### config.mk
export PLATFORM = sky130hd
export DESIGN_NAME = multi_stepped_counter
export DESIGN_NICKNAME = d
export VERILOG_FILES = /design/src/rtl/multi_stepped_counter.sv
export SDC_FILE = /design/constraint.sdc
export NUM_CORES = 1
export LEC_CHECK = 0
export CORE_MARGIN = 2
export CORE_UTILIZATION = 50
export CTS_BUF_LIST = sky130_fd_sc_hd__clkbuf_8
export CTS_CLUSTER_SIZE = 28
export DETAILED_ROUTE_END_ITERATION = 16
export PLACE_DENSITY = 0.8
export SETUP_SLACK_MARGIN = 0.05
export SLEW_MARGIN = 20
export SYNTH_ARGS = -nofsm -noshare
export SYNTH_HDL_FRONTEND = slang
export SYNTH_SLANG_ARGS = --single-unit
### constraint.sdc
create_clock -name clk -period 2.8 [get_ports clk]
set_input_delay 0.84 -clock clk [delete_from_list [all_inputs] [get_ports clk]]
set_output_delay 0.84 -clock clk [all_outputs]
set_load 0.05 [all_outputs]
### src/rtl/multi_stepped_counter.sv
// NCH independent tap-divided step counters with wrap or saturate modes.
// Optional preload ports (ld, ld_val) are built when MULTI_STEPPED_COUNTER_PRELOAD_EN is defined.
module multi_stepped_counter #(
   parameter int NCH   = 4,
   parameter int CW    = 8,
   parameter int SW    = 4,
   parameter int NTAPS = 6,
   parameter int TSW   = 3,
   parameter int DIVW  = 8
) (
   input  logic              clk,
   input  logic              rst,
   input  logic [NTAPS-1:0]  taps,
   input  logic [NCH-1:0]    en,
   input  logic [NCH-1:0]    clr,
   input  logic [NCH-1:0]    dir,
   input  logic [NCH-1:0]    sat,
   input  logic [NCH*TSW-1:0]  tap_sel,
   input  logic [NCH*DIVW-1:0] period,
   input  logic [NCH*SW-1:0]   step,
`ifdef MULTI_STEPPED_COUNTER_PRELOAD_EN
   input  logic [NCH-1:0]    ld,
   input  logic [NCH*CW-1:0] ld_val,
`endif
   output logic [NCH*CW-1:0] ctr,
   output logic [NCH-1:0]    upd,
   output logic [NCH-1:0]    ovf
);

   localparam logic [1:0] S_IDLE = 2'd0;
   localparam logic [1:0] S_RUN  = 2'd1;
   localparam logic [1:0] S_HOLD = 2'd2;
   localparam int TN = 2 ** TSW;

   logic [1:0]      st_q  [NCH];
   logic [1:0]      st_d  [NCH];
   logic [DIVW-1:0] div_q [NCH];
   logic [DIVW-1:0] div_d [NCH];
   logic [CW-1:0]   ctr_q [NCH];
   logic [CW-1:0]   ctr_d [NCH];
   logic [CW:0]     res   [NCH];
   logic [NCH-1:0]  upd_q, upd_d, ovf_q, ovf_d, tev;
   logic [TN-1:0]   taps_x;

   // Zero-extended taps: out-of-range selects read 0 and stall the channel
   assign taps_x = TN'(taps);

   always_comb begin
      for (int i = 0; i < NCH; i++) begin
         tev[i] = taps_x[tap_sel[i*TSW +: TSW]];
         if (dir[i])
            res[i] = {1'b0, ctr_q[i]} - (CW+1)'(step[i*SW +: SW]);
         else
            res[i] = {1'b0, ctr_q[i]} + (CW+1)'(step[i*SW +: SW]);
      end
   end

   always_comb begin
      for (int i = 0; i < NCH; i++) begin
         st_d[i]  = st_q[i];
         div_d[i] = div_q[i];
         ctr_d[i] = ctr_q[i];
         upd_d[i] = 1'b0;
         ovf_d[i] = 1'b0;
         if (clr[i]) begin
            ctr_d[i] = '0;
            div_d[i] = '0;
            st_d[i]  = en[i] ? S_RUN : S_IDLE;
`ifdef MULTI_STEPPED_COUNTER_PRELOAD_EN
         end else if (ld[i]) begin
            ctr_d[i] = ld_val[i*CW +: CW];
            div_d[i] = '0;
            st_d[i]  = en[i] ? S_RUN : S_IDLE;
`endif
         end else begin
            case (st_q[i])
               S_IDLE: if (en[i]) st_d[i] = S_RUN;
               S_RUN: begin
                  if (!en[i]) begin
                     st_d[i] = S_IDLE;
                  end else if (tev[i]) begin
                     if (div_q[i] >= period[i*DIVW +: DIVW]) begin
                        div_d[i] = '0;
                        upd_d[i] = 1'b1;
                        ctr_d[i] = res[i][CW-1:0];
                        if (res[i][CW]) begin
                           ovf_d[i] = 1'b1;
                           if (sat[i]) begin
                              ctr_d[i] = dir[i] ? '0 : '1;
                              st_d[i]  = S_HOLD;
                           end
                        end
                     end else begin
                        div_d[i] = div_q[i] + DIVW'(1);
                     end
                  end
               end
               S_HOLD: if (!sat[i]) st_d[i] = en[i] ? S_RUN : S_IDLE;
               default: st_d[i] = S_IDLE;
            endcase
         end
      end
   end

   always_ff @(posedge clk or posedge rst) begin
      if (rst) begin
         for (int i = 0; i < NCH; i++) begin
            st_q[i]  <= S_IDLE;
            div_q[i] <= '0;
            ctr_q[i] <= '0;
         end
         upd_q <= '0;
         ovf_q <= '0;
      end else begin
         for (int i = 0; i < NCH; i++) begin
            st_q[i]  <= st_d[i];
            div_q[i] <= div_d[i];
            ctr_q[i] <= ctr_d[i];
         end
         upd_q <= upd_d;
         ovf_q <= ovf_d;
      end
   end

   always_comb begin
      for (int i = 0; i < NCH; i++) ctr[i*CW +: CW] = ctr_q[i];
   end

   assign upd = upd_q;
   assign ovf = ovf_q;

endmodule

### Word level (Yosys, flattened, before mapping)

Index checks and enable logic that the tools add are counted.

| storage, ports and cells | value |
|---|---|
| register bits after elaboration | 80 |
| latch bits | 0 |
| RAM bits | 0 |
| memory bits (read-only) | 0 |
| input port bits | 84 |
| word-level logic and storage cells | 246 |
| memories kept | 0 |

| cells by class | value |
|---|---|
| $add $sub $neg | 12 |
| $mul | 0 |
| divide/modulo/power cells | 0 |
| $lt $le $gt $ge | 8 |
| eq/ne operators | 32 |
| shift-type cells | 0 |
| multiplexer cells | 148 |
| bitwise logic cells | 0 |
| reductions and logical operators | 32 |

Operators by type and width:

| kind | number |
|---|---|
| $mux 8 | 52 |
| $mux 2 | 32 |
| $ne 4x4->1 const B | 16 |
| $mux 1 | 52 |
| $add 8x4->9 | 4 |
| $mux 9 | 4 |
| $sub 8x4->9 | 4 |
| $add 8x1->8 const B | 4 |
| $ge 8x8->1 | 4 |
| $reduce_bool 2->1 | 16 |
| $ne 3x3->1 const B | 8 |
| $pmux 2 s3 | 4 |
| $reduce_and 6->1 | 4 |
| $lt 3x4->1 const B | 4 |
| $reduce_and 4->1 | 4 |
| $bmux 1 s3 | 4 |
| $reduce_and 3->1 | 4 |
| $eq 2x1->1 const B | 4 |
| $eq 2x2->1 const B | 4 |
| $logic_not 2->1 | 4 |

### Depth between registers and ports, before layout

| depth | value |
|---|---|
| depth in word-level cells | 9 |
| depth in mapped cells | 12 |

### Least setup slack after synthesis

OpenSTA, ideal clock, no wires.

| timing path | value |
|---|---|
| path type | in2reg |
| start | input dir[3] |
| end | register st_q[0] in the netlist's numbering |
| setup time | 0.125 ns |
| data arrival time | 3.425 ns |
| slack | -0.750 ns |
| cell stages on the path | 10 |
| path through | clkbuf_1 mux2_2 fa_1 nor2b_1 o31ai_1 a22oi_1 mux2_2 clkbuf_1 nor3_2 mux2_2 |

| between the ends | value |
|---|---|
| cells in the longest elaborated chain, start to end | 3 |

RTL lines:

| item | RTL line | source |
|---|---|---|
| start: declaration | 16 | `input logic [NCH-1:0] dir,` |
| $mux 9 | 51 | `if (dir[i])` |
| $ne 4x4->1 (no source line) | - |  |
| $reduce_and 6->1 (no source line) | - |  |
| end signal: indexed assignment | 116 | `st_q[i] <= st_d[i];` |
| end: declaration | 35 | `logic [1:0] st_q [NCH];` |

Every way passes these cells.
A chain may end at the register's enable or synchronous reset.

### Worst setup path after layout

| timing path | value |
|---|---|
| start | input step[4] |
| end | register ctr_q, in the netlist ctr[9] |

| between the ends | value |
|---|---|
| cells in the longest elaborated chain, start to end | 9 |
| elaborated cells on any way between the ends | 10 |
| classes of those cells | 2 x add/sub; 8 x mux |

RTL lines:

| item | RTL line | source |
|---|---|---|
| start: declaration | 20 | `input logic [NCH*SW-1:0] step,` |
| $add 8x4->9 / $sub 8x4->9 (equally long branches) | 54, 52 |  |
| $mux 9 * | 51 |  |
| $mux 8 | 88 | `if (sat[i]) begin` |
| $mux 8 * | 86 | `if (res[i][CW]) begin` |
| $mux 8 * | 82 | `if (div_q[i] >= period[i*DIVW +: DIVW]) begin` |
| $mux 8 * | 81 | `end else if (tev[i]) begin` |
| $mux 8 * | 79 | `if (!en[i]) begin` |
| $mux 8 * | 76 | `case (st_q[i])` |
| $mux 8 * | 65 | `if (clr[i]) begin` |
| end signal: indexed assignment | 118 | `ctr_q[i] <= ctr_d[i];` |
| end: declaration | 39 | `logic [CW-1:0] ctr_q [NCH];` |

Every way passes the cells marked *; elsewhere a longest branch is shown, timed or not. The select of a mux whose other input is x is not followed.

==> results.sh <==
export IMPL_status="finished with violations"
export IMPL_violations="negative setup slack"
export IMPL_clock_fmax_mhz=312
export IMPL_synth_top_cell_area_share=0.303
export IMPL_cts_tree="built"
export IMPL_critPathCaptureType="register"
export IMPL_cts_sinks=80
export IMPL_syn_nets=921
export IMPL_gp_congestion=0.853
export IMPL_via_count=7431
export IMPL_finalCritPeriodShare=1.15
export IMPL_slowest_delay_ps=490
export IMPL_vias_per_cell=6.04
export IMPL_ios=124
export IMPL_synthCells=757
export IMPL_clkSlewWorstSetupHoldPaths_ps=90
export IMPL_instances_no_fill=1231
export IMPL_async_flop_share=1.00
export IMPL_p_leak_nw=4.99
export IMPL_slowest_stage="or4_4"
export IMPL_ant_nets=0
export IMPL_die_w_um=119
export IMPL_antenna_cells=0
export IMPL_hold_viol=0
export IMPL_syn_area_per_cell_um2=8.74
export IMPL_arrival_ps=3520
export IMPL_placed_area_mm2=0.00950
export IMPL_drive_above_1_share=0.360
export IMPL_rows=42
export IMPL_die_y_um=119
export IMPL_drt_iter0_drc=490
export IMPL_setup_viol=32
export IMPL_clk_insertion_delay_late_ps=390
export IMPL_irDropWorstVdd_mv=0.248
export IMPL_synth_flop_cell="dfrtp_1"
export IMPL_cts_root_buf="clkbuf_8"
export IMPL_power_density_mw_per_mm2=293
export IMPL_die_area_mm2=0.0142
export IMPL_drc=0
export IMPL_grt_max_degree=81
export IMPL_place_ws_ps=-1030
export IMPL_routed_wl_mm=24.1
export IMPL_skew_ps=14.6
export IMPL_slew_viol_final=0
export IMPL_total_power_mw=3.17
export IMPL_syn_to_final_growth_pct=63.5
export IMPL_fin_crit_ps=3210
export IMPL_min_path_type="register to register"
export IMPL_crit_path_max_fanout=8
export IMPL_first_pass_iters=5
export IMPL_rsz0062_at_grt="true"
export IMPL_filler_cell_count=720
export IMPL_final_net_count=1214
export IMPL_yosysTopAreaCell="dfrtp_1"
export IMPL_synth_distinct_cells=64
export IMPL_design_area_mm2=0.0108
export IMPL_yosysWarningCount=0
export IMPL_slew_headroom=0.473
export IMPL_layout_setup_ws_ps=-406
export IMPL_start_util=0.506
export IMPL_wl_per_cell_um=19.5
export IMPL_place_port_buffers=123
export IMPL_tightest_slew_ps=790
export IMPL_worstSetupPathType="input pin to register"
export IMPL_worstPathRequired_ps=3120
export IMPL_place_inst=1183
export IMPL_cts_made_buffers=9
export IMPL_htree_levels=3
export IMPL_cp_cell_sequence="buf_12 > buf_12 > inv_12 > ha_4 > mux2_4 > fa_2 > nor2b_2 > o31a_1 > o211a_1 > nor3_2 > or4_4 > buf_8 > o2bb2ai_4"
export IMPL_post_route_util=0.827
export IMPL_dp_hpwl_mm=14.6
export IMPL_cp_common_cell="buf_12"
export IMPL_fin_hold_ws_ps=532
export IMPL_synth_seq_cells=80
export IMPL_cts_hold_buf=0
export IMPL_cp_start_kind="input pin"
export IMPL_synth_area_top_cells="dfrtp_1 (30%), ha_1 (14%), inv_1 (4.7%)"
export IMPL_antenna_found_initial=0
export IMPL_grt_use_total=0.292
export IMPL_core_area_mm2=0.0131
export IMPL_grt_ovfl_total=0
export IMPL_timing_setup_tns_ps=-8320
export IMPL_grt_pass1_wl_mm=33.8
export IMPL_grt_pass1_vias=7445
export IMPL_cap_violations=0
export IMPL_synth_sequential_area_ratio=0.303
export IMPL_synth_edf_count=0
export IMPL_syn_cell_area_mm2=0.00662
export IMPL_cts_buffer_depth=2
## metal layers
metal | vias up | wire length (µm) | track usage
met4 | 0 | 1050 | 0.122
met2 | 343 | 12800 | 0.554
met1 | 3644 | 8770 | 0.320
met3 | 108 | 1400 | 0.0436
li1 | 3336 | - | -
met5 | - | 0 | 0
## placed cells by master, fill, tap and decap left out, types with 9 or more instances in the layout
cell type	instances
o21ai_0	29
clkbuf_8	9
a21oi_2	13
nor3_1	20
a31o_2	10
inv_1	68
dfrtp_1	80
nor2b_1	9
ha_4	16
buf_6	19
a21oi_1	23
buf_4	150
o2bb2ai_4	10
ha_1	57
nand3_1	17
nand2b_1	9
nor2_1	36
xnor2_1	15
and2_1	9
o21a_1	20
clkdlybuf4s50_1	101
or3_1	23
nand2_1	51
inv_2	9
a21o_1	14
mux2i_1	11
## final cells by class
type	instances	area (µm²)	area share
Clock inverter	7	111	0.0103
Multi-Input combinational cell	577	5290	0.489
Clock buffer	9	124	0.0114
Tap cell	176	220	0.0204
Inverter	84	379	0.0350
Sequential cell	80	2000	0.185
Timing Repair Buffer	298	2690	0.249
## sequential cells by signal (all words and copies together) (netlist names)
signal,flops
ctr,32
st_q,8
upd,4
div_q,32
ovf,4
## path summary, 6_finish.rpt
check	from	endpoint	slack, ps	cells after the start
setup / recovery	step[4]	ctr[9]$_DFFE_PP0P_	-410	13
hold / removal	div_q[7]$_DFFE_PP0P_	div_q[7]$_DFFE_PP0P_	530	1
setup reg to reg	ctr[16]$_DFFE_PP0P_	ctr[20]$_DFFE_PP0P_	50	10
hold reg to reg	div_q[7]$_DFFE_PP0P_	div_q[7]$_DFFE_PP0P_	530	1
max in group asynchronous	rst	ctr[23]$_DFFE_PP0P_	1520	3
min in group asynchronous	rst	div_q[15]$_DFFE_PP0P_	900	3
## cells by family (layout without fill, tap and decap cells)
group	count (synthesis)	in the layout	synth area share
adder cells (fa/ha/maj)	80	80	0.156
XOR/XNOR	25	25	0.0331
flip-flops	80	80	0.303
multiplexers	21	21	0.0367
AO/OA/AOI/OAI	203	203	0.218
buffers and inverters	100	398	0.0569
AND/OR/NAND/NOR	248	248	0.197
## cells in the mapped netlist, types with 7 or more instances
cell and count:
or2_2 9, nor3_1 35, nand2b_1 9, a211oi_1 7
nand2_1 51, or3_1 24, o2bb2ai_1 19, inv_1 83
a22o_1 7, and3_1 7, o21ai_0 36, a21oi_1 37
ha_1 76, clkbuf_1 15, o31ai_1 8, and2_1 10
a21o_1 14, mux2i_1 13, nor2_1 43, nand3_1 19
xnor2_1 19, a31o_2 10, o21a_1 20, dfrtp_1 80
nor2b_1 13
## report_power, final
part / switching (mW) / internal, mW
sequential: 0.0118 / 1.16
clock: 0.489 / 0.586
combinational: 0.443 / 0.476
total: 0.944 / 2.22
## critical path: cells and delay by family
| family | cells | cell delay, ps |
|---|---|---|
| AND/OR/NAND/NOR | 3 | 710 |
| AO/OA/AOI/OAI | 3 | 630 |
| adder cells (fa/ha/maj) | 2 | 600 |
| buffers and inverters | 4 | 440 |
| multiplexers | 1 | 290 |
## repair_timing
| action | CTS | global route |
|---|---|---|
| pin swaps | 58 | 73 |
| buffers inserted | 19 | 18 |
| setup endpoints to repair | 51 | 69 |
| gates resized for setup | 118 | 131 |
| gates cloned | 1 | 1 |
Note: power is estimated with default switching activity, not from simulation.
